<file path="src/rtl/proc_pkg.sv">
// Shared definitions for the multi-cycle processor control path.
package proc_pkg;

   localparam logic [2:0] OP_LI   = 3'b000;
   localparam logic [2:0] OP_LW   = 3'b001;
   localparam logic [2:0] OP_SW   = 3'b010;
   localparam logic [2:0] OP_ADDI = 3'b011;
   localparam logic [2:0] OP_BEQ  = 3'b100;
   localparam logic [2:0] OP_SLTI = 3'b101;
   localparam logic [2:0] OP_ADD  = 3'b110;
   localparam logic [2:0] OP_JMP  = 3'b111;

   localparam logic [1:0] ALU_ADD   = 2'b00;
   localparam logic [1:0] ALU_SUB   = 2'b01;
   localparam logic [1:0] ALU_SLT   = 2'b10;
   localparam logic [1:0] ALU_UPPER = 2'b11;

   localparam logic [1:0] PC_INC    = 2'b00;
   localparam logic [1:0] PC_BRANCH = 2'b01;
   localparam logic [1:0] PC_JUMP   = 2'b10;

   typedef enum logic [2:0] {
      ST_FETCH     = 3'd0,
      ST_DECODE    = 3'd1,
      ST_EXEC_ALU  = 3'd2,
      ST_EXEC_ADDR = 3'd3,
      ST_MEM       = 3'd4,
      ST_WB        = 3'd5,
      ST_BRANCH    = 3'd6,
      ST_JUMP      = 3'd7
   } state_t;

   typedef enum logic [2:0] {
      CLS_NOP,
      CLS_ALU,
      CLS_MEM,
      CLS_BRANCH,
      CLS_JUMP
   } op_class_t;

   // Execute-stage fields derived from the opcode alone.
   typedef struct packed {
      op_class_t  op_class;
      logic       is_li;
      logic       is_sw;
      logic       alu_src;
      logic [1:0] alu_ctrl;
      logic       m_sel;
   } exec_fields_t;

endpackage

</file>
<file path="src/rtl/opcode_decode.sv">
// Combinational opcode map to instruction class and execute-stage fields.
module opcode_decode
   import proc_pkg::*;
#(
   parameter int OPC_W = 3
) (
   input  logic [OPC_W-1:0] i_opcode,
   input  logic             i_li_phase,
   output exec_fields_t     o_fields
);

   // Opcodes outside the 3-bit encoding space fall through to NOP.
   always_comb begin
      o_fields          = '0;
      o_fields.op_class = CLS_NOP;
      case (i_opcode)
         OPC_W'(OP_LI): begin
            o_fields.op_class = CLS_ALU;
            o_fields.is_li    = 1'b1;
            o_fields.alu_src  = 1'b1;
            o_fields.m_sel    = 1'b1;
            o_fields.alu_ctrl = i_li_phase ? ALU_ADD : ALU_UPPER;
         end
         OPC_W'(OP_ADDI): begin
            o_fields.op_class = CLS_ALU;
            o_fields.alu_src  = 1'b1;
            o_fields.alu_ctrl = ALU_ADD;
         end
         OPC_W'(OP_SLTI): begin
            o_fields.op_class = CLS_ALU;
            o_fields.alu_src  = 1'b1;
            o_fields.alu_ctrl = ALU_SLT;
         end
         OPC_W'(OP_ADD): begin
            o_fields.op_class = CLS_ALU;
            o_fields.alu_ctrl = ALU_ADD;
         end
         OPC_W'(OP_LW): begin
            o_fields.op_class = CLS_MEM;
            o_fields.alu_src  = 1'b1;
            o_fields.alu_ctrl = ALU_ADD;
         end
         OPC_W'(OP_SW): begin
            o_fields.op_class = CLS_MEM;
            o_fields.is_sw    = 1'b1;
            o_fields.alu_src  = 1'b1;
            o_fields.alu_ctrl = ALU_ADD;
         end
         OPC_W'(OP_BEQ): begin
            o_fields.op_class = CLS_BRANCH;
            o_fields.alu_ctrl = ALU_SUB;
         end
         OPC_W'(OP_JMP): begin
            o_fields.op_class = CLS_JUMP;
         end
         default: ;
      endcase
   end

endmodule

</file>
<file path="src/rtl/multicycle_ctrl.sv">
// Multi-cycle control FSM for the 8-bit processor.
//
//  state      | meaning
//  -----------+-------------------------------------------------------
//  FETCH      | read instruction at PC; on ack load IR and bump PC
//  DECODE     | single idle cycle; branch on opcode class
//  EXEC_ALU   | li/addi/slti/add execute and write back
//  EXEC_ADDR  | compute lw/sw effective address
//  MEM        | data access at ALU result; hold until ack
//  WB         | lw writes memory data to register file
//  BRANCH     | beq compare; PC takes branch target if zero
//  JUMP       | PC takes jump target
module multicycle_ctrl
   import proc_pkg::*;
#(
   parameter int INSTR_W    = 8,
   parameter int OPC_W      = 3,
   parameter int ALU_CTRL_W = 2
) (
   input  logic                  clk,
   input  logic                  rst_n,
   input  logic [INSTR_W-1:0]    instr,
   input  logic                  alu_zero,
   input  logic                  mem_ack,
   output logic                  mem_req,
   output logic                  mem_we,
   output logic                  iord,
   output logic                  ir_write,
   output logic                  pc_en,
   output logic [1:0]            pc_src,
   output logic                  alu_src,
   output logic [ALU_CTRL_W-1:0] alu_ctrl,
   output logic                  m_sel,
   output logic                  mem_to_reg,
   output logic                  reg_write,
   output logic                  li_phase,
   output logic                  instr_done,
   output logic [2:0]            state_dbg
);

   state_t       r_state;
   state_t       w_state_next;
   logic         r_li_phase;
   exec_fields_t w_fields;
   logic [OPC_W-1:0] w_opcode;

   assign w_opcode = instr[INSTR_W-1 -: OPC_W];

   generate
      if (INSTR_W > OPC_W) begin : g_operand_bits
         // Operand bits are consumed by the datapath, not by control.
         logic w_unused_instr;
         assign w_unused_instr = ^instr[INSTR_W-OPC_W-1:0];
      end
   endgenerate

   opcode_decode #(
      .OPC_W (OPC_W)
   ) u_opcode_decode (
      .i_opcode   (w_opcode),
      .i_li_phase (r_li_phase),
      .o_fields   (w_fields)
   );

   // State register.
   always_ff @(posedge clk or negedge rst_n) begin
      if (!rst_n) begin
         r_state <= ST_FETCH;
      end else begin
         r_state <= w_state_next;
      end
   end

   // li upper/lower phase flips only when an li retires.
   always_ff @(posedge clk or negedge rst_n) begin
      if (!rst_n) begin
         r_li_phase <= 1'b0;
      end else if (r_state == ST_EXEC_ALU && w_fields.is_li) begin
         r_li_phase <= ~r_li_phase;
      end
   end

   // Next-state and control outputs; everything is forced low while reset
   // is asserted so an in-flight memory request drops immediately.
   always_comb begin
      w_state_next = r_state;
      mem_req      = 1'b0;
      mem_we       = 1'b0;
      iord         = 1'b0;
      ir_write     = 1'b0;
      pc_en        = 1'b0;
      pc_src       = PC_INC;
      alu_src      = 1'b0;
      alu_ctrl     = '0;
      m_sel        = 1'b0;
      mem_to_reg   = 1'b0;
      reg_write    = 1'b0;
      instr_done   = 1'b0;
      if (rst_n) begin
         case (r_state)
            ST_FETCH: begin
               mem_req = 1'b1;
               if (mem_ack) begin
                  ir_write     = 1'b1;
                  pc_en        = 1'b1;
                  w_state_next = ST_DECODE;
               end
            end
            ST_DECODE: begin
               case (w_fields.op_class)
                  CLS_ALU:    w_state_next = ST_EXEC_ALU;
                  CLS_MEM:    w_state_next = ST_EXEC_ADDR;
                  CLS_BRANCH: w_state_next = ST_BRANCH;
                  CLS_JUMP:   w_state_next = ST_JUMP;
                  default: begin
                     instr_done   = 1'b1;
                     w_state_next = ST_FETCH;
                  end
               endcase
            end
            ST_EXEC_ALU: begin
               alu_src      = w_fields.alu_src;
               alu_ctrl     = ALU_CTRL_W'(w_fields.alu_ctrl);
               m_sel        = w_fields.m_sel;
               reg_write    = 1'b1;
               instr_done   = 1'b1;
               w_state_next = ST_FETCH;
            end
            ST_EXEC_ADDR: begin
               alu_src      = 1'b1;
               alu_ctrl     = ALU_CTRL_W'(ALU_ADD);
               w_state_next = ST_MEM;
            end
            ST_MEM: begin
               alu_src  = 1'b1;
               alu_ctrl = ALU_CTRL_W'(ALU_ADD);
               mem_req  = 1'b1;
               iord     = 1'b1;
               mem_we   = w_fields.is_sw;
               if (mem_ack) begin
                  if (w_fields.is_sw) begin
                     instr_done   = 1'b1;
                     w_state_next = ST_FETCH;
                  end else begin
                     w_state_next = ST_WB;
                  end
               end
            end
            ST_WB: begin
               reg_write    = 1'b1;
               mem_to_reg   = 1'b1;
               instr_done   = 1'b1;
               w_state_next = ST_FETCH;
            end
            ST_BRANCH: begin
               alu_ctrl     = ALU_CTRL_W'(ALU_SUB);
               pc_src       = PC_BRANCH;
               pc_en        = alu_zero;
               instr_done   = 1'b1;
               w_state_next = ST_FETCH;
            end
            ST_JUMP: begin
               pc_en        = 1'b1;
               pc_src       = PC_JUMP;
               instr_done   = 1'b1;
               w_state_next = ST_FETCH;
            end
            default: w_state_next = ST_FETCH;
         endcase
      end
   end

   assign li_phase  = r_li_phase;
   assign state_dbg = r_state;

endmodule

</file>
<file path="config.mk">
export PLATFORM = sky130hd
export DESIGN_NAME = multicycle_ctrl
export DESIGN_NICKNAME = d
export VERILOG_FILES = /design/src/rtl/proc_pkg.sv /design/src/rtl/opcode_decode.sv /design/src/rtl/multicycle_ctrl.sv
export SDC_FILE = /design/constraint.sdc
export NUM_CORES = 1
export LEC_CHECK = 0
export ABC_CLOCK_PERIOD_IN_PS = 3100
export CELL_PAD_IN_SITES_DETAIL_PLACEMENT = 1
export CELL_PAD_IN_SITES_GLOBAL_PLACEMENT = 2
export CORE_MARGIN = 4
export CORE_UTILIZATION = 30
export DETAILED_ROUTE_END_ITERATION = 10
export DONT_BUFFER_PORTS = 1
export HOLD_SLACK_MARGIN = 0.05
export PLACE_DENSITY_LB_ADDON = 0.1
export SKIP_CTS_REPAIR_TIMING = 1
export SLEW_MARGIN = 40
export SYNTH_ARGS = -nofsm -noshare
export SYNTH_HDL_FRONTEND = slang
export SYNTH_SLANG_ARGS = --single-unit
</file>
<file path="constraint.sdc">
create_clock -name clk -period 3.1 [get_ports clk]
set_input_delay 0.775 -clock clk [delete_from_list [all_inputs] [get_ports clk]]
set_output_delay 0.775 -clock clk [all_outputs]
set_load 0.03 [all_outputs]
</file>
# Word-level counts from Yosys, hierarchy flattened
# Cells that the tools add are included.
dict set report word_totals {
  regBits 4
  input_bits 12
  out_inout_bits 18
  word_cells 74
}
dict set report op_classes {
  eq_ne 20
  mux 39
  bitwise 1
  reduce_logical 12
}
# op n
set op_table {}
lappend op_table {{$eq 3x3->1 const B} 9}
lappend op_table {{$mux 1} 24}
lappend op_table {{$pmux 3 s4} 2}
lappend op_table {{$eq 3x2->1 const B} 6}
lappend op_table {{$pmux 3 s5} 1}
lappend op_table {{$reduce_or 4->1} 3}
lappend op_table {{$eq 3x1->1 const B} 3}
lappend op_table {{$mux 3} 3}
lappend op_table {{$pmux 2 s2} 2}
lappend op_table {{$reduce_or 2->1} 4}
lappend op_table {{$logic_not 3->1} 2}
lappend op_table {{$mux 2} 3}
lappend op_table {{$pmux 1 s3} 2}
lappend op_table {{$pmux 2 s3} 1}
lappend op_table {{$reduce_or 5->1} 1}
lappend op_table {{$ne 2x2->1 const B} 2}
lappend op_table {{$reduce_and 3->1} 1}
lappend op_table {{$pmux 1 s2} 1}
lappend op_table {{$logic_and 1x1->1} 1}
lappend op_table {{$not 1->1} 1}

# Logic depth before layout (Yosys ltp)
# Gate-level depths: netlist of the first run.
dict set report logic_depth {
  word_depth 8
  depth_mapped 6
  depth_no_buf 5
}

# Cells and area by module
# A second synthesis of the first run with hierarchy kept.
dict set report hier_totals {
  cells_unflattened 74
  hier_area_um2 544.3
}
# module instances cells_each area_each_um2 seq_area_each_um2
set modules_own_cells {}
lappend modules_own_cells {multicycle_ctrl 1 56 434.2 100.1}
lappend modules_own_cells {opcode_decode 1 18 110.1 0.0}

# Least setup slack after synthesis of the first run
# No wires, ideal clock.
dict set report synth_timing {
  path_kind {input-to-output}
  startpoint {input instr[5]}
  endpoint {output instr_done}
  arrival_time_ns 2.291
  t_required_ns 2.325
  setup_slack_ns 0.034
  cell_stages 6
  path_buffers 1
  path_cell_list {buf_4 -> inv_1 -> fa_1 -> nand4_1 -> nand2b_1 -> a21oi_1}
}
dict set report synth_between {
  elab_chain_cells 8
  word_cells_on_any_way 22
  classes_between {11 x eq/ne; 7 x mux; 4 x reduce/logical}
}
# element line_no
set synth_lines {}
lappend synth_lines {{from (decl)} multicycle_ctrl.sv:22} ;# input logic [INSTR_W-1:0] instr,
lappend synth_lines {{$eq 3x3->1 (tied with other cells)} opcode_decode.sv:16} ;# case (i_opcode)
lappend synth_lines {{$reduce_or 4->1 (no source line) / $reduce_or 2->1 (equally long branches)} -}
lappend synth_lines {{$pmux 3 s4} opcode_decode.sv:16}
lappend synth_lines {{$eq 3x3->1 (tied with other cells)} multicycle_ctrl.sv:110} ;# case (w_fields.op_class)
lappend synth_lines {{$reduce_or 4->1 (no source line)} -}
lappend synth_lines {{$mux 1} multicycle_ctrl.sv:110}
lappend synth_lines {{$pmux 1 s3 (*)} multicycle_ctrl.sv:100} ;# case (r_state)
lappend synth_lines {{$mux 1 (*)} multicycle_ctrl.sv:99} ;# if (rst_n) begin
lappend synth_lines {{to (decl)} multicycle_ctrl.sv:37} ;# output logic instr_done,
# Every way passes the cells marked *; elsewhere a longest branch is shown, timed or not.

# Worst setup path after layout of the first run
# Same ends and word-level chain as after synthesis.

==> impl_results.html, run 1 <==
<table>
<tr><th>Metric</th><th>Value</th></tr>
<tr><th colspan="2">Finish</th></tr>
<tr><td>Signed area change from the synthesized netlist to the final layout</td><td>7.56%</td></tr>
<tr><td>Net count, final</td><td>between 90 and 100</td></tr>
<tr><td>Layout Cells excl Fill</td><td>103</td></tr>
<tr><td>Most common cell after layout, fill and taps aside</td><td>nor2_1</td></tr>
<tr><td>Most used cells in the layout excluding fill and tap cells</td><td>nor2_1 (10), nand2_1 (7), a21oi_1 (7)</td></tr>
<tr><td>Number of fill cells</td><td>236</td></tr>
<tr><td>Fraction of final layout cells sized beyond drive strength 1</td><td>around 17%</td></tr>
<tr><td>Number of antenna diodes</td><td>0</td></tr>
<tr><th colspan="2">Placed design</th></tr>
<tr><td>Detailed-placement wirelength estimate</td><td>approximately 1.1 mm</td></tr>
<tr><td>RePlAce Congestion</td><td>approximately 0.67</td></tr>
<tr><td>Port Buf Inserts</td><td>0</td></tr>
<tr><td>Cell Count Post-Placement</td><td>100</td></tr>
<tr><th colspan="2">Synth</th></tr>
<tr><td>Synthesized-area fraction occupied by xor and xnor cells</td><td>4.67%</td></tr>
<tr><td>Net count after synthesis</td><td>89</td></tr>
<tr><td>Total of warnings raised by yosys</td><td>0</td></tr>
<tr><td>Combinational family with the most area after synthesis</td><td>simple AND/OR/NAND/NOR gates</td></tr>
<tr><td>Cell variety after synth</td><td>37</td></tr>
<tr><td>Area fraction in and, or, nand and nor cells after synthesis</td><td>around two fifths</td></tr>
<tr><td>Main synth FF type</td><td>dfrtp_1</td></tr>
<tr><td>Share of flip-flops with an asynchronous set or reset after synthesis</td><td>between 90% and 100%</td></tr>
<tr><td>Synthesized-area fraction occupied by ao, oa, aoi and oai cells</td><td>21.6%</td></tr>
<tr><td>Proportion of synthesized area in mux cells</td><td>1.78%</td></tr>
<tr><td>Number of enable-type register cells in the synthesized netlist</td><td>0</td></tr>
<tr><td>Avg Inst Size Synth</td><td>between 7 and 8 µm²</td></tr>
<tr><td>Sequential element share of the synthesized area</td><td>about 18%</td></tr>
<tr><td>Post-Syn Instances</td><td>76</td></tr>
<tr><td>Post-Synth Adder-Cell Area</td><td>under 10%</td></tr>
<tr><td>Number of synthesized register bits</td><td>4</td></tr>
<tr><td>Post-synthesis instance area</td><td>about 560 µm²</td></tr>
<tr><th colspan="2">Routing</th></tr>
<tr><td>Starting DRT DRC Count</td><td>3</td></tr>
<tr><td>Count of antenna-violating nets left after detailed routing</td><td>0</td></tr>
<tr><td>Detailed-route wire length per cell</td><td>roughly 15 µm</td></tr>
<tr><td>Routed via count divided by cell count</td><td>about 5.2</td></tr>
<tr><td>Number of detailed-routing iterations run before antenna repair</td><td>4</td></tr>
<tr><td>Routed vias</td><td>roughly 540</td></tr>
<tr><td>Total Wirelength</td><td>1.50 mm</td></tr>
<tr><td>DRC violation count after routing</td><td>0</td></tr>
<tr><th colspan="2">Global route</th></tr>
<tr><td>Total GRT Usage</td><td>12.0%</td></tr>
<tr><td>Antenna violations before repair</td><td>0</td></tr>
<tr><td>First-pass GRT wire length</td><td>2.44 mm</td></tr>
<tr><td>GRT overflow</td><td>0</td></tr>
<tr><td>Via count of the first global-routing pass</td><td>530</td></tr>
<tr><td>Maximum number of pins on one net before global-route repair</td><td>19</td></tr>
<tr><th colspan="2">Critical path</th></tr>
<tr><td>Kind of end point of the critical path</td><td>output port</td></tr>
<tr><td>Data required time of the worst path</td><td>2320 ps</td></tr>
<tr><td>Critical Path AT</td><td>roughly 2000 ps</td></tr>
<tr><td>Worst-path fanout max</td><td>8</td></tr>
<tr><td>Startpoint type of the worst setup path</td><td>primary input</td></tr>
<tr><td>WS Path Type</td><td>in -&gt; out</td></tr>
<tr><th colspan="2">Timing</th></tr>
<tr><td>Worst-Margin Slew</td><td>575 ps</td></tr>
<tr><td>Fmax</td><td>roughly 360 MHz</td></tr>
<tr><td>Number of pins with negative max-slew slack in the final report</td><td>0</td></tr>
<tr><td>Setup TNS after final layout</td><td>0 ps</td></tr>
<tr><td>Slew margin rel.</td><td>around 62%</td></tr>
<tr><td>Min cycle time layout</td><td>2780 ps</td></tr>
<tr><td>Count of endpoints failing setup in the final report</td><td>0</td></tr>
<tr><td>Clock Skews</td><td>2.98 ps</td></tr>
<tr><td>Final worst-path cycle share</td><td>between 80 and 90%</td></tr>
<tr><td>Hold Fails Final Rpt</td><td>0</td></tr>
<tr><td>Unrepaired setup endpoints after global routing</td><td>no</td></tr>
<tr><th colspan="2">Clock tree</th></tr>
<tr><td>Number of H-tree branching levels</td><td>1</td></tr>
<tr><td>Maximum clock path buffer count</td><td>2</td></tr>
<tr><td>CTS tree</td><td>yes</td></tr>
<tr><td>Number of clock buffers inserted by TritonCTS</td><td>3</td></tr>
<tr><td>CTS Root Cell</td><td>clkbuf_4</td></tr>
<tr><td>Clk Latency, worst-skew pair</td><td>approximately 230 ps</td></tr>
<tr><td>Clock sink total</td><td>4</td></tr>
<tr><td>Clock-pin slew reported for the worst setup and hold paths after clock tree synthesis</td><td>roughly 40 ps</td></tr>
<tr><th colspan="2">Floorplan</th></tr>
<tr><td>Width of the die</td><td>51.3 µm</td></tr>
<tr><td>Die outline height</td><td>51.3 µm</td></tr>
<tr><td>Initial Util</td><td>around a third</td></tr>
<tr><td>Boundary pin count</td><td>30</td></tr>
<tr><td>Cell row count</td><td>15</td></tr>
<tr><td>Core box area</td><td>around 1700 µm²</td></tr>
<tr><td>Area of the die</td><td>around 2600 µm²</td></tr>
<tr><th colspan="2">Power</th></tr>
<tr><td>Power Dens Cells</td><td>approximately 1000 nW/µm²</td></tr>
<tr><td>Static leakage</td><td>roughly 0.24 nW</td></tr>
<tr><td>IR drop worst, VDD</td><td>approximately 0.45 mV</td></tr>
<tr><th colspan="2">Status</th></tr>
<tr><td>Result of the run</td><td>completed</td></tr>
<tr><th colspan="2">Run</th></tr>
<tr><td>Max-capacitance violation count</td><td>0</td></tr>
<tr><th colspan="2">Min path</th></tr>
<tr><td>Hold/Removal Path Class</td><td>in -&gt; async</td></tr>
</table>
==> worst max-delay path: stages <==
cell      delay [ps]
inv_1             30
fa_1             580
nand4_1          120
nand2b_1         150
a21oi_1          150
buf_4            180
==> power by group <==
part	total, W	switching (W)	internal, W
sequential	0.000164	0.0000872	0.0000768
combinational	0.000388	0.000249	0.000139
clock	0.0000628	0.0000196	0.0000432
total	0.000615	0.000356	0.000259
==> worst paths after layout <==
| path | end | slack [ps] | startpoint | depth (start not counted) |
|---|---|---|---|---|
| min in group clk | state_dbg[1]$_DFFE_PN0P_ | 650 | rst_n | 1 |
| max in group asynchronous | li_phase$_DFFE_PN0P_ | 2790 | rst_n | 0 |
| worst min register to register | li_phase$_DFFE_PN0P_ | 690 | state_dbg[0]$_DFFE_PN0P_ | 3 |
| worst min-delay path | state_dbg[2]$_DFFE_PN0P_ | 240 | rst_n | 0 |
| worst max-delay path | instr_done | 320 | instr[5] | 6 |
| worst max register to register | state_dbg[2]$_DFFE_PN0P_ | 1510 | state_dbg[2]$_DFFE_PN0P_ | 5 |
==> flip-flops by register name, summed over array words and instances (netlist names) <==
name / cells
state_dbg: 3
li_phase: 1
==> metrics by stage <==
step	utilization (%)	area (µm²)	total power (W)	setup WS [ps]	hold WS, ps
global placement	33.4	583	0.000559	300	480
floorplan	-	563	0.000499	33.8	479
global route	34.7	606	0.000671	205	224
finish	34.7	606	0.000615	318	241
CTS	34.7	606	0.000623	295	234
detailed placement	33.4	583	0.000557	297	480
==> Yosys cell counts (2+ instances only) <==
cell	n	area share (%)
inv_1	3	2.0
a21oi_1	7	6.2
and3_1	2	2.2
nand2_1	7	4.7
nor2_1	10	6.7
o22ai_1	2	2.2
buf_4	2	2.7
nor3_1	2	1.8
o21ai_0	3	2.7
and2_1	4	4.4
dfrtp_1	4	18
nand3_1	2	1.8
xnor2_1	2	3.1
nand2b_1	3	3.3
==> final cells by class <==
class / count / area (µm²) / area share, %
sequential: 4 / 100 / 16.5
tap: 25 / 31.3 / 5.17
clock buffer: 3 / 22.5 / 3.72
inverter: 3 / 11.3 / 1.86
multi-input combinational: 63 / 403 / 66.5
timing repair buffer: 5 / 37.5 / 6.20
==> cells by family (layout without fill, tap and decap cells) <==
logic type,after synthesis,in the layout
AND/OR/NAND/NOR,39,39
flip-flops,4,4
AO/OA/AOI/OAI,19,19
adder cells (fa/ha/maj),1,1
XOR/XNOR,3,3
multiplexers,1,1
buffers and inverters,9,11
==> metal layers <==
layer / wire (µm) / GRT usage, %
met2: 740 / 19.5
met4: 0 / 3.93
met1: 690 / 15.5
met5: 0 / 0
met3: 68 / 2.92
(Power assumes the default switching activity.)
==> run 2, diff against run 1 <==
Settings changed: ABC_CLOCK_PERIOD_IN_PS 3100 to 3300, CORE_UTILIZATION 30 to 32.
Clock period 3.1 ns to 3.3 ns, I/O delays scaled along.
==> impl_results.html, run 2 (synthesis results as in run 1) <==
<table>
<tr><th>Metric</th><th>Value</th></tr>
<tr><th colspan="2">Global route</th></tr>
<tr><td>Maximum number of pins on one net before global-route repair</td><td>19</td></tr>
<tr><td>Via count of the first global-routing pass</td><td>551</td></tr>
<tr><td>First-pass GRT wire length</td><td>~2.6 mm</td></tr>
<tr><td>Total GRT Usage</td><td>around 14%</td></tr>
<tr><td>GRT overflow</td><td>0</td></tr>
<tr><td>Antenna violations before repair</td><td>0</td></tr>
<tr><th colspan="2">Clock tree</th></tr>
<tr><td>CTS Root Cell</td><td>clkbuf_4</td></tr>
<tr><td>Clock sink total</td><td>4</td></tr>
<tr><td>Clock-pin slew reported for the worst setup and hold paths after clock tree synthesis</td><td>40 ps</td></tr>
<tr><td>Maximum clock path buffer count</td><td>2</td></tr>
<tr><td>CTS tree</td><td>yes</td></tr>
<tr><td>Number of clock buffers inserted by TritonCTS</td><td>3</td></tr>
<tr><td>Number of H-tree branching levels</td><td>1</td></tr>
<tr><td>Clk Latency, worst-skew pair</td><td>around 250 ps</td></tr>
<tr><th colspan="2">Finish</th></tr>
<tr><td>Largest register FFs</td><td>3</td></tr>
<tr><td>Most common cell after layout, fill and taps aside</td><td>nor2_1</td></tr>
<tr><td>Signed area change from the synthesized netlist to the final layout</td><td>4.22%</td></tr>
<tr><td>Net count, final</td><td>about 90</td></tr>
<tr><td>Number of antenna diodes</td><td>0</td></tr>
<tr><td>Fraction of final layout cells sized beyond drive strength 1</td><td>15.6%</td></tr>
<tr><td>Most used cells in the layout excluding fill and tap cells</td><td>nor2_1 (10), nand2_1 (7), a21oi_1 (7)</td></tr>
<tr><th colspan="2">Placed design</th></tr>
<tr><td>Detailed-placement wirelength estimate</td><td>~1.1 mm</td></tr>
<tr><td>Port Buf Inserts</td><td>0</td></tr>
<tr><td>RePlAce Congestion</td><td>between 0.7 and 0.8</td></tr>
<tr><td>Pre-CTS setup slack</td><td>439 ps</td></tr>
<tr><th colspan="2">Floorplan</th></tr>
<tr><td>Die outline height</td><td>approximately 50 µm</td></tr>
<tr><td>Area of the die</td><td>approximately 2500 µm²</td></tr>
<tr><td>Width of the die</td><td>between 40 and 50 µm</td></tr>
<tr><td>Core box area</td><td>~1600 µm²</td></tr>
<tr><td>Boundary pin count</td><td>30</td></tr>
<tr><td>Initial Util</td><td>between 30% and 40%</td></tr>
<tr><td>Cell row count</td><td>14</td></tr>
<tr><th colspan="2">Critical path</th></tr>
<tr><td>Worst-path fanout max</td><td>8</td></tr>
<tr><td>Peak per-stage delay on the critical path</td><td>between 500 and 600 ps</td></tr>
<tr><td>Series of cell instances along the critical path</td><td>inv_1 &gt; fa_1 &gt; nand4_1 &gt; nand2b_1 &gt; a21oi_1 &gt; buf_4</td></tr>
<tr><td>WP depth</td><td>6</td></tr>
<tr><td>Worst path bufs/invs</td><td>2</td></tr>
<tr><td>WS Path Type</td><td>in -&gt; out</td></tr>
<tr><td>Crit path max-delay family</td><td>adder cells</td></tr>
<tr><td>Data required time of the worst path</td><td>roughly 2500 ps</td></tr>
<tr><td>Worst path slowest cell</td><td>fa_1</td></tr>
<tr><td>Startpoint type of the worst setup path</td><td>primary input</td></tr>
<tr><td>Critical Path AT</td><td>2060 ps</td></tr>
<tr><td>Depth of the most critical reg-to-reg path</td><td>4</td></tr>
<tr><td>Kind of end point of the critical path</td><td>output port</td></tr>
<tr><th colspan="2">Routing</th></tr>
<tr><td>Starting DRT DRC Count</td><td>5</td></tr>
<tr><td>DRC violation count after routing</td><td>0</td></tr>
<tr><td>Count of antenna-violating nets left after detailed routing</td><td>0</td></tr>
<tr><td>Routed via count divided by cell count</td><td>~6</td></tr>
<tr><td>Total Wirelength</td><td>~1.6 mm</td></tr>
<tr><td>Routed vias</td><td>546</td></tr>
<tr><td>Number of detailed-routing iterations run before antenna repair</td><td>4</td></tr>
<tr><td>Detailed-route wire length per cell</td><td>approximately 17 µm</td></tr>
<tr><th colspan="2">Min path</th></tr>
<tr><td>Hold/Removal Path Class</td><td>in -&gt; async</td></tr>
<tr><th colspan="2">Timing</th></tr>
<tr><td>Min cycle time layout</td><td>about 2900 ps</td></tr>
<tr><td>Fmax</td><td>347 MHz</td></tr>
<tr><td>Number of pins with negative max-slew slack in the final report</td><td>0</td></tr>
<tr><td>Hold Fails Final Rpt</td><td>0</td></tr>
<tr><td>Setup slack after layout</td><td>between 400 and 500 ps</td></tr>
<tr><td>Worst-Margin Slew</td><td>a little under 800 ps</td></tr>
<tr><td>Count of endpoints failing setup in the final report</td><td>0</td></tr>
<tr><td>Final worst-path cycle share</td><td>between 80 and 90%</td></tr>
<tr><td>Setup TNS after final layout</td><td>0 ps</td></tr>
<tr><td>Slew margin rel.</td><td>47.1%</td></tr>
<tr><td>Unrepaired setup endpoints after global routing</td><td>no</td></tr>
<tr><td>Clock Skews</td><td>between 5 and 6 ps</td></tr>
<tr><th colspan="2">Power</th></tr>
<tr><td>IR drop worst, VDD</td><td>around 0.47 mV</td></tr>
<tr><td>Power Dens Cells</td><td>around 1000 nW/µm²</td></tr>
<tr><td>Static leakage</td><td>between 0.2 and 0.25 nW</td></tr>
<tr><th colspan="2">Run</th></tr>
<tr><td>Max-capacitance violation count</td><td>0</td></tr>
<tr><th colspan="2">Status</th></tr>
<tr><td>Result of the run</td><td>completed</td></tr>
</table>
run 2: power breakdown:
| group | switching [W] | leakage, nW | internal, W |
|---|---|---|---|
| clock network | 0.0000262 | 0.0138 | 0.0000411 |
| registers | 0.0000954 | 0.0498 | 0.0000714 |
| logic | 0.000218 | 0.176 | 0.000123 |
run 2: routing by layer:
| metal | vias to the layer above | GRT usage [%] | routed length (µm) |
|---|---|---|---|
| li1 | 268 | - | - |
| met1 | 255 | 18.9 | 775 |
| met2 | 21 | 18.1 | 644 |
| met3 | 2 | 7.23 | 121 |
| met4 | 0 | 4.61 | 10 |
| met5 | - | 0 | 0 |
run 2: path summary, 6_finish.rpt:
kind                                          start                       end  slack, ps
max                                        instr[5]                instr_done        420
min                                           rst_n  state_dbg[0]$_DFFE_PN0P_        270
max reg2reg                state_dbg[2]$_DFFE_PN0P_  state_dbg[2]$_DFFE_PN0P_       1700
min reg2reg                    li_phase$_DFFE_PN0P_      li_phase$_DFFE_PN0P_        730
max in group asynchronous                     rst_n  state_dbg[2]$_DFFE_PN0P_       2960
min in group clk                              rst_n  state_dbg[1]$_DFFE_PN0P_        680
run 2: worst register-to-register path: stages, from the launching register on:
cell and delay [ps]:
dfrtp_1 850, nor2_1 140, and2_1 220, a31oi_1 180
a21oi_1 90
run 2: cell type report:
type	count	area, µm²
repair buffers	4	30.0
multi-input cells	63	403
clock buffers	3	22.5
fillers	211	990
inverters	3	11.3
flip-flops and latches	4	100
well taps	16	20.0
run 2: metrics by stage:
| step | total power (W) | hold WS, ps | cell area (µm²) | cells | utilization, % |
|---|---|---|---|---|---|
| after floorplan | 0.000469 | 529 | 563 | 76 | - |
| after global placement | 0.000512 | 530 | 564 | 90 | 35.8 |
| after detailed placement | 0.000512 | 530 | 564 | 90 | 35.8 |
| after CTS | 0.000582 | 262 | 587 | 93 | 37.2 |
| after global routing | 0.000629 | 251 | 587 | 93 | 37.2 |
| final | 0.000575 | 267 | 587 | 93 | 37.2 |
==> run 3, diff against run 2 <==
Settings changed: ABC_CLOCK_PERIOD_IN_PS 3300 to not set, RECOVER_POWER set to 100.
==> impl_results.html, run 3 (synthesis results as in run 1) <==
<table>
<tr><th>Metric</th><th>Value</th></tr>
<tr><th colspan="2">Floorplan</th></tr>
<tr><td>Core box area</td><td>approximately 1600 µm²</td></tr>
<tr><td>Boundary pin count</td><td>30</td></tr>
<tr><td>Cell row count</td><td>14</td></tr>
<tr><td>Initial Util</td><td>approximately 36%</td></tr>
<tr><td>Area of the die</td><td>2490 µm²</td></tr>
<tr><td>Die outline height</td><td>~50 µm</td></tr>
<tr><td>Width of the die</td><td>approximately 50 µm</td></tr>
<tr><th colspan="2">Power</th></tr>
<tr><td>Internal power summed over all cells</td><td>between 0.0002 and 0.00025 W</td></tr>
<tr><td>Combinational group share of total power</td><td>between 50% and 60%</td></tr>
<tr><td>Clock power share</td><td>a little under an eighth</td></tr>
<tr><td>Switching Power</td><td>between 0.0003 and 0.0004 W</td></tr>
<tr><td>Sum of internal, switching and leakage power</td><td>between 0.0005 and 0.0006 W</td></tr>
<tr><td>Power Dens Cells</td><td>about 980 nW/µm²</td></tr>
<tr><td>Static leakage</td><td>approximately 0.22 nW</td></tr>
<tr><td>Proportion of total power due to net switching</td><td>59.9%</td></tr>
<tr><td>Sequential share of power</td><td>about 29%</td></tr>
<tr><td>IR drop worst, VDD</td><td>0.475 mV</td></tr>
<tr><th colspan="2">Routing</th></tr>
<tr><td>WL met2</td><td>~640 µm</td></tr>
<tr><td>Number of detailed-routing iterations run before antenna repair</td><td>4</td></tr>
<tr><td>Starting DRT DRC Count</td><td>6</td></tr>
<tr><td>Detailed route wirelength on metal3</td><td>around 110 µm</td></tr>
<tr><td>Count of antenna-violating nets left after detailed routing</td><td>0</td></tr>
<tr><td>Metal1 wirelength</td><td>801 µm</td></tr>
<tr><td>DRC violation count after routing</td><td>0</td></tr>
<tr><td>Detailed-route wire length per cell</td><td>~17 µm</td></tr>
<tr><td>Total Wirelength</td><td>1.56 mm</td></tr>
<tr><td>Top routing layer used</td><td>met4</td></tr>
<tr><td>Routed vias</td><td>between 500 and 600</td></tr>
<tr><td>Routed via count divided by cell count</td><td>5.81</td></tr>
<tr><th colspan="2">Global route</th></tr>
<tr><td>First-pass GRT wire length</td><td>2.64 mm</td></tr>
<tr><td>Antenna violations before repair</td><td>0</td></tr>
<tr><td>Total GRT Usage</td><td>between 10 and 15%</td></tr>
<tr><td>GRT overflow</td><td>0</td></tr>
<tr><td>Via count of the first global-routing pass</td><td>551</td></tr>
<tr><td>Maximum number of pins on one net before global-route repair</td><td>19</td></tr>
<tr><th colspan="2">Critical path</th></tr>
<tr><td>Depth of the most critical reg-to-reg path</td><td>4</td></tr>
<tr><td>WS Path Type</td><td>in -&gt; out</td></tr>
<tr><td>Kind of end point of the critical path</td><td>output port</td></tr>
<tr><td>Critical Path AT</td><td>just over 2000 ps</td></tr>
<tr><td>Reg2reg setup slack</td><td>1700 ps</td></tr>
<tr><td>Series of cell instances along the critical path</td><td>inv_1 &gt; fa_1 &gt; nand4_1 &gt; nand2b_1 &gt; a21oi_1 &gt; buf_4</td></tr>
<tr><td>Launching point of the worst reg2reg path</td><td>state_dbg[2]$_DFFE_PN0P_</td></tr>
<tr><td>Reg-to-reg endpoint</td><td>state_dbg[2]$_DFFE_PN0P_</td></tr>
<tr><td>Startpoint type of the worst setup path</td><td>primary input</td></tr>
<tr><td>Worst path slowest cell</td><td>fa_1</td></tr>
<tr><td>Worst path bufs/invs</td><td>2</td></tr>
<tr><td>Peak per-stage delay on the critical path</td><td>580 ps</td></tr>
<tr><td>Data required time of the worst path</td><td>~2500 ps</td></tr>
<tr><td>Crit path max-delay family</td><td>adder cells</td></tr>
<tr><td>Worst-path fanout max</td><td>8</td></tr>
<tr><td>Start point of the critical path</td><td>instr[5]</td></tr>
<tr><th colspan="2">Clock tree</th></tr>
<tr><td>Number of H-tree branching levels</td><td>1</td></tr>
<tr><td>Number of clock buffers inserted by TritonCTS</td><td>3</td></tr>
<tr><td>Maximum clock path buffer count</td><td>2</td></tr>
<tr><td>Clock-pin slew reported for the worst setup and hold paths after clock tree synthesis</td><td>approximately 40 ps</td></tr>
<tr><td>CTS tree</td><td>yes</td></tr>
<tr><td>Clk Latency, worst-skew pair</td><td>250 ps</td></tr>
<tr><td>CTS Root Cell</td><td>clkbuf_4</td></tr>
<tr><td>Clock sink total</td><td>4</td></tr>
<tr><th colspan="2">Status</th></tr>
<tr><td>Result of the run</td><td>completed</td></tr>
<tr><th colspan="2">Timing</th></tr>
<tr><td>Setup slack after layout</td><td>between 400 and 500 ps</td></tr>
<tr><td>Count of endpoints failing setup in the final report</td><td>0</td></tr>
<tr><td>Clock Skews</td><td>between 5 and 6 ps</td></tr>
<tr><td>Slew margin rel.</td><td>about half</td></tr>
<tr><td>Number of pins with negative max-slew slack in the final report</td><td>0</td></tr>
<tr><td>Unrepaired setup endpoints after global routing</td><td>no</td></tr>
<tr><td>Fmax</td><td>between 300 and 400 MHz</td></tr>
<tr><td>Min cycle time layout</td><td>2880 ps</td></tr>
<tr><td>Hold Fails Final Rpt</td><td>0</td></tr>
<tr><td>Final worst-path cycle share</td><td>87.4%</td></tr>
<tr><td>Worst hold-check slack</td><td>267 ps</td></tr>
<tr><td>Worst-Margin Slew</td><td>between 700 and 800 ps</td></tr>
<tr><td>Setup TNS after final layout</td><td>0 ps</td></tr>
<tr><th colspan="2">Finish</th></tr>
<tr><td>Most used cells in the layout excluding fill and tap cells</td><td>nor2_1 (10), nand2_1 (7), a21oi_1 (7)</td></tr>
<tr><td>Signed area change from the synthesized netlist to the final layout</td><td>1.78%</td></tr>
<tr><td>Net count, final</td><td>92</td></tr>
<tr><td>Largest register FFs</td><td>3</td></tr>
<tr><td>Number of antenna diodes</td><td>0</td></tr>
<tr><td>Fraction of final layout cells sized beyond drive strength 1</td><td>11.7%</td></tr>
<tr><td>Most common cell after layout, fill and taps aside</td><td>nor2_1</td></tr>
<tr><td>Number of fill cells</td><td>between 200 and 250</td></tr>
<tr><th colspan="2">Run</th></tr>
<tr><td>Max-capacitance violation count</td><td>0</td></tr>
<tr><th colspan="2">Placed design</th></tr>
<tr><td>Detailed-placement wirelength estimate</td><td>around 1.1 mm</td></tr>
<tr><td>Port Buf Inserts</td><td>0</td></tr>
<tr><td>RePlAce Congestion</td><td>about 0.72</td></tr>
<tr><td>Pre-CTS setup slack</td><td>between 400 and 500 ps</td></tr>
<tr><th colspan="2">Min path</th></tr>
<tr><td>Hold/Removal Path Class</td><td>in -&gt; async</td></tr>
</table>
run 3: stage by stage:
stage | std cells | instance area, µm² | util [%]
3_5_place_dp | 90 | 564 | 35.8
5_1_grt | 93 | 573 | 36.3
4_1_cts | 93 | 587 | 37.2
6_report | 93 | 573 | 36.3
3_3_place_gp | 90 | 564 | 35.8
2_1_floorplan | 76 | 563 | -
run 3: worst max path at each step:
stage,end,cells after the start
CTS,instr_done,6
finish,instr_done,6
floorplan,instr_done,6
detailed placement,instr_done,6
global placement,instr_done,6
global route,alu_ctrl[1],5
run 3: layout make-up:
| class | instances | area (µm²) | area share, % |
|---|---|---|---|
| Tap cell | 16 | 20.0 | 3.49 |
| Timing Repair Buffer | 4 | 22.5 | 3.93 |
| Inverter | 3 | 11.3 | 1.97 |
| Sequential cell | 4 | 100 | 17.5 |
| Clock buffer | 3 | 22.5 | 3.93 |
| Multi-Input combinational cell | 63 | 397 | 69.2 |
run 3: routing by layer:
metal	vias up	global-route usage [%]
li1	266	-
met1	254	18.9
met2	18	18.1
met3	2	7.23
met4	0	4.61
met5	-	0
run 3: power by group through the flow:
stage | combinational, W | clock [W] | sequential, W
after global routing | 0.000370 | 0.0000763 | 0.000172
after CTS | 0.000346 | 0.0000694 | 0.000167
final | 0.000333 | 0.0000672 | 0.000164
after detailed placement | 0.000344 | 0 | 0.000168
after floorplan | 0.000316 | 0 | 0.000153
after global placement | 0.000343 | 0 | 0.000169
==> edit 1: new RTL, config.mk and constraints of run 1 <==
`OPC_W` is set to 3 in 2 places; all go to 5.
--- a/src/rtl/opcode_decode.sv
+++ b/src/rtl/opcode_decode.sv
@@ -4,3 +4,3 @@
 #(
-   parameter int OPC_W = 3
+   parameter int OPC_W = 5
 ) (
--- a/src/rtl/multicycle_ctrl.sv
+++ b/src/rtl/multicycle_ctrl.sv
@@ -16,3 +16,3 @@
    parameter int INSTR_W    = 8,
-   parameter int OPC_W      = 3,
+   parameter int OPC_W      = 5,
    parameter int ALU_CTRL_W = 2
Check against the original RTL: not equivalent (a bounded check fails within 4 cycles, from zero or initial values and one cycle with rst_n low).
==> edit 1 against run 1 <==
Total power decreased by 28%; count of clock-buffer cells in the layout did not move; synthesized area grew 2.2%; sequential cell count unchanged; global-route usage is 0.52 points higher; wire length is 1.2% lower; largest cell class unchanged; largest power group unchanged; critical path type is now reg2out; sequential share of layout area down 0.14 points; final area grew 0.83%; setup slack better by 0.16 ns.
==> edit 1: results (changes against run 1) <==
<table>
<tr><th>Metric</th><th>Value</th></tr>
<tr><th colspan="2">Route</th></tr>
<tr><td>Routed length on met1</td><td>671 um (was 690 um)</td></tr>
<tr><td>Number of iterations in the first detailed-routing pass</td><td>2 (was 4)</td></tr>
<tr><td>Wire length on met3</td><td>111 um (was 68 um)</td></tr>
<tr><td>Final routed wire length divided by cell count</td><td>14.8 um (was 14.5 um)</td></tr>
<tr><th colspan="2">Critical path</th></tr>
<tr><td>Max incr delay on CP</td><td>0.77 ns (was 0.58 ns)</td></tr>
<tr><td>Highest net fanout along the worst path</td><td>15 (was 8)</td></tr>
<tr><td>Family with the most delay on the worst path</td><td>flip-flops (was adder cells)</td></tr>
<tr><td>Logic depth of the worst register-to-register path</td><td>3 (was 5)</td></tr>
<tr><td>Worst Path Arrival</td><td>1.85 ns (was 2.01 ns)</td></tr>
<tr><td>Register-to-register setup slack</td><td>1.55 ns (was 1.51 ns)</td></tr>
<tr><th colspan="2">STA</th></tr>
<tr><td>Pin slew with the least headroom to its limit</td><td>0.761 ns (was 0.575 ns)</td></tr>
<tr><td>Maximum operating frequency</td><td>381 MHz (was 359 MHz)</td></tr>
<tr><td>Final hold slack</td><td>0.238 ns (was 0.241 ns)</td></tr>
<tr><th colspan="2">Synthesis</th></tr>
<tr><td>Synth unique cells</td><td>35 (was 37)</td></tr>
<tr><td>Sequential share of the synthesized area</td><td>17.4% (was 17.8%)</td></tr>
<tr><td>Synthesized-area fraction occupied by ao, oa, aoi and oai cells</td><td>17.0% (was 21.6%)</td></tr>
<tr><td>Synth Area in Adders</td><td>0% (was 3.56%)</td></tr>
<tr><td>Syn Area/Cell</td><td>7.78 um^2 (was 7.41 um^2)</td></tr>
<tr><td>Synth Net Count</td><td>86 (was 89)</td></tr>
<tr><th colspan="2">Cells and area</th></tr>
<tr><td>Fraction of final layout cells with drive strength greater than 1</td><td>18.7% (was 16.7%)</td></tr>
<tr><td>Count of non-filler cells in the finished layout</td><td>100 (was 103)</td></tr>
<tr><th colspan="2">Place</th></tr>
<tr><td>Dpl ws</td><td>0.696 ns (was 0.297 ns)</td></tr>
<tr><td>Post-DP Area</td><td>588 um^2 (was 583 um^2)</td></tr>
<tr><th colspan="2">Global routing</th></tr>
<tr><td>Number of global-route vias before repair</td><td>566 (was 530)</td></tr>
<tr><td>Wire length of the first global-routing pass</td><td>2560 um (was 2440 um)</td></tr>
<tr><th colspan="2">Power</th></tr>
<tr><td>Static power due to leakage</td><td>0.232 nW (was 0.244 nW)</td></tr>
<tr><td>Pwr Density</td><td>725 mW/mm^2 (was 1020 mW/mm^2)</td></tr>
<tr><th colspan="2">Run status</th></tr>
<tr><td>Result of the run</td><td>finished clean (unchanged)</td></tr>
</table>
-- edit 1: cell types whose count changed in the layout (fill, tap and decap cells not counted), sizes merged, moves of 2 or more --
cell    delta
a21oi      -5
nand2      -3
and2       -4
nor2b      +5
mux2i      +2
o21ai      -3
nor4       +2
nand2b     +2
-- edit 1: cell type report --
| cell class | instances | area share [%] |
|---|---|---|
| multi-input cells | 60 | 66.8 |
| clock buffers | 3 | 3.69 |
| well taps | 25 | 5.12 |
| flip-flops and latches | 4 | 16.4 |
| repair buffers | 5 | 6.15 |
| inverters | 3 | 1.84 |
-- edit 1: layer usage --
metal,track usage (%),vias to the layer above
met3,6.30,0
li1,-,263
met2,21.0,17
met4,1.31,0
met1,14.8,235
met5,0,-
-- edit 1: power groups by stage --
stage | clock network, mW | logic [mW] | registers (mW)
3_5_place_dp | 0 | 0.230 | 0.152
4_1_cts | 0.0674 | 0.231 | 0.151
2_1_floorplan | 0 | 0.246 | 0.114
3_3_place_gp | 0 | 0.230 | 0.152
6_report | 0.0629 | 0.228 | 0.152
5_1_grt | 0.0703 | 0.252 | 0.157
-- edit 1: worst max-delay path by stage --
| stage | to | depth (start not counted) |
|---|---|---|
| 2_1_floorplan | alu_ctrl[0] | 4 |
| 3_3_place_gp | alu_ctrl[1] | 3 |
| 3_5_place_dp | alu_ctrl[1] | 3 |
| 4_1_cts | reg_write | 3 |
| 5_1_grt | reg_write | 3 |
| 6_report | reg_write | 3 |
-- edit 1: worst reg2reg max path, cell delays in order (launching register included) --
cell                       delay, ns
sky130_fd_sc_hd__dfrtp_1        0.83
sky130_fd_sc_hd__and4bb_4       0.43
sky130_fd_sc_hd__nand2_2        0.07
sky130_fd_sc_hd__o221ai_2       0.14
==> edit 2: new RTL, flow settings as in run 1 <==
Made on the original files. Register the output `state_dbg` once more, cleared by the reset; this adds one clock of latency there. The other outputs are not delayed to match.
--- a/src/rtl/multicycle_ctrl.sv
+++ b/src/rtl/multicycle_ctrl.sv
@@ -173,3 +173,9 @@
    assign li_phase  = r_li_phase;
-   assign state_dbg = r_state;
+   always_ff @(posedge clk or negedge rst_n) begin
+      if (!rst_n) begin
+         state_dbg <= '0;
+      end else begin
+         state_dbg <= r_state;
+      end
+   end
 
Formal check against the unedited RTL: not equivalent (a bounded check fails within 4 cycles, from zero or initial values and one cycle with rst_n low).
==> edit 2 against run 1 <==
Hold slack worse by 0.024 ns; sequential share of layout area is 11 points higher; total power is 13% lower; setup slack worse by 0.033 ns; synthesized area is 2.2% lower; wire length is 2.8% higher; final area is 6.8% higher; fmax is 1.2% lower; sequential cell count is 3 higher; count of clock-buffer cells in the layout is 1 higher.
==> edit 2: results (changes against run 1) <==
<table>
<tr><th>Metric</th><th>Value</th></tr>
<tr><th colspan="2">Place</th></tr>
<tr><td>Dpl hpwl</td><td>1170 um (was 1150 um)</td></tr>
<tr><th colspan="2">Global routing</th></tr>
<tr><td>Number of global-route vias before repair</td><td>529 (was 530)</td></tr>
<tr><td>GRT Total Usage</td><td>13.5% (was 12.0%)</td></tr>
<tr><td>Wire length of the first global-routing pass</td><td>2660 um (was 2440 um)</td></tr>
<tr><td>Maximum number of pins on one net before global-route repair</td><td>17 (was 19)</td></tr>
<tr><th colspan="2">Cells and area</th></tr>
<tr><td>Number of nets in the finished design</td><td>87 (was 93)</td></tr>
<tr><td>Fraction of final layout cells with drive strength greater than 1</td><td>16.4% (was 16.7%)</td></tr>
<tr><th colspan="2">Synthesis</th></tr>
<tr><td>Post-synth top cells</td><td>sky130_fd_sc_hd__dfrtp_1 (7), sky130_fd_sc_hd__nor2_1 (7), sky130_fd_sc_hd__inv_1 (5), sky130_fd_sc_hd__nor3_1 (4) (was sky130_fd_sc_hd__nor2_1 (10), sky130_fd_sc_hd__a21oi_1 (7), sky130_fd_sc_hd__nand2_1 (7), sky130_fd_sc_hd__and2_1 (4), sky130_fd_sc_hd__dfrtp_1 (4))</td></tr>
<tr><td>Synth unique cells</td><td>34 (was 37)</td></tr>
<tr><td>Sequential share of the synthesized area</td><td>31.8% (was 17.8%)</td></tr>
<tr><td>Synth Net Count</td><td>79 (was 89)</td></tr>
<tr><th colspan="2">Power</th></tr>
<tr><td>Static power due to leakage</td><td>0.264 nW (was 0.244 nW)</td></tr>
<tr><th colspan="2">Clock tree</th></tr>
<tr><td>Clock latency reported for the late side of the worst-skew pair</td><td>0.25 ns (was 0.23 ns)</td></tr>
<tr><th colspan="2">Critical path</th></tr>
<tr><td>Max incr delay on CP</td><td>0.56 ns (was 0.58 ns)</td></tr>
<tr><td>Worst reg2reg endpoint</td><td>li_phase (was state_dbg[2])</td></tr>
<tr><td>Register-to-register setup slack</td><td>1.65 ns (was 1.51 ns)</td></tr>
<tr><td>Logic depth of the worst register-to-register path</td><td>3 (was 5)</td></tr>
<tr><td>Worst Path Arrival</td><td>2.04 ns (was 2.01 ns)</td></tr>
<tr><td>Highest net fanout along the worst path</td><td>9 (was 8)</td></tr>
<tr><th colspan="2">Route</th></tr>
<tr><td>Post-DR vias/cell</td><td>5.41 (was 5.21)</td></tr>
<tr><td>Number of DRC markers after the initial detailed-route iteration</td><td>8 (was 3)</td></tr>
<tr><td>Final routed wire length divided by cell count</td><td>15.7 um (was 14.5 um)</td></tr>
<tr><th colspan="2">STA</th></tr>
<tr><td>Max_slew headroom</td><td>57.0% (was 61.7%)</td></tr>
<tr><td>Worst Clk Skew</td><td>0.00310 ns (was 0.00298 ns)</td></tr>
<tr><th colspan="2">Run status</th></tr>
<tr><td>Result of the run</td><td>finished clean (unchanged)</td></tr>
</table>
-- edit 2: kinds of logic (layout without fill, tap and decap cells) --
family / Yosys count / count (layout) / share of synthesized area, %
XOR/XNOR: 2 / 2 / 3.18
buffers and inverters: 8 / 15 / 5.68
adder cells (fa/ha/maj): 1 / 1 / 3.64
AND/OR/NAND/NOR: 32 / 32 / 34.8
flip-flops: 7 / 7 / 31.8
AO/OA/AOI/OAI: 15 / 15 / 19.1
multiplexers: 1 / 1 / 1.82
-- edit 2: worst min-delay path by stage --
stage               start           end  slack, ns  cells after the start
5_1_grt             rst_n  state_dbg[1]       0.20                      0
2_1_floorplan  r_state[2]  state_dbg[2]       0.37                      0
3_3_place_gp        rst_n  state_dbg[0]       0.48                      0
3_5_place_dp        rst_n  state_dbg[0]       0.48                      0
4_1_cts             rst_n  state_dbg[0]       0.21                      0
6_report            rst_n  state_dbg[0]       0.22                      0
-- edit 2: through the flow --
stage          instance area (um^2)  setup WS (ns)  hold slack, ns  instances  util (%)
3_5_place_dp                    621          0.287           0.480         94      35.9
2_1_floorplan                   557         0.0837           0.373         66         -
6_report                        647          0.284           0.216         98      37.5
3_3_place_gp                    621          0.297           0.480         94      35.9
4_1_cts                         647          0.287           0.208         98      37.5
5_1_grt                         647          0.165           0.196         98      37.5
-- edit 2: layout make-up --
cell class	instances	area, um^2	area share [%]
sequential	7	175	27.1
inverter	5	18.8	2.90
clock buffer	4	26.3	4.06
tap	25	31.3	4.84
multi-input combinational	51	350	54.2
timing repair buffer	6	45.0	6.96
-- edit 2: report_power, final --
part           switching (mW)  leakage (nW)  internal [mW]  total, mW
Combinational           0.153         0.160         0.0737      0.227
Clock                  0.0328        0.0150         0.0491     0.0819
Sequential              0.101        0.0890          0.127      0.228
Total                   0.287         0.264          0.249      0.537
-- edit 2: layer usage --
metal / share of wire (%) / track usage (%) / vias up
li1: - / - / 256
met1: 46 / 17.4 / 252
met2: 46 / 20.2 / 20
met3: 6.2 / 4.08 / 2
met4: 1.0 / 6.73 / 0
met5: 0 / 0 / -
-- edit 2: critical path: cells and delay by family --
family | cells | cell delay, ns
AND/OR/NAND/NOR | 2 | 0.29
adder cells (fa/ha/maj) | 1 | 0.56
buffers and inverters | 2 | 0.22
AO/OA/AOI/OAI | 1 | 0.19
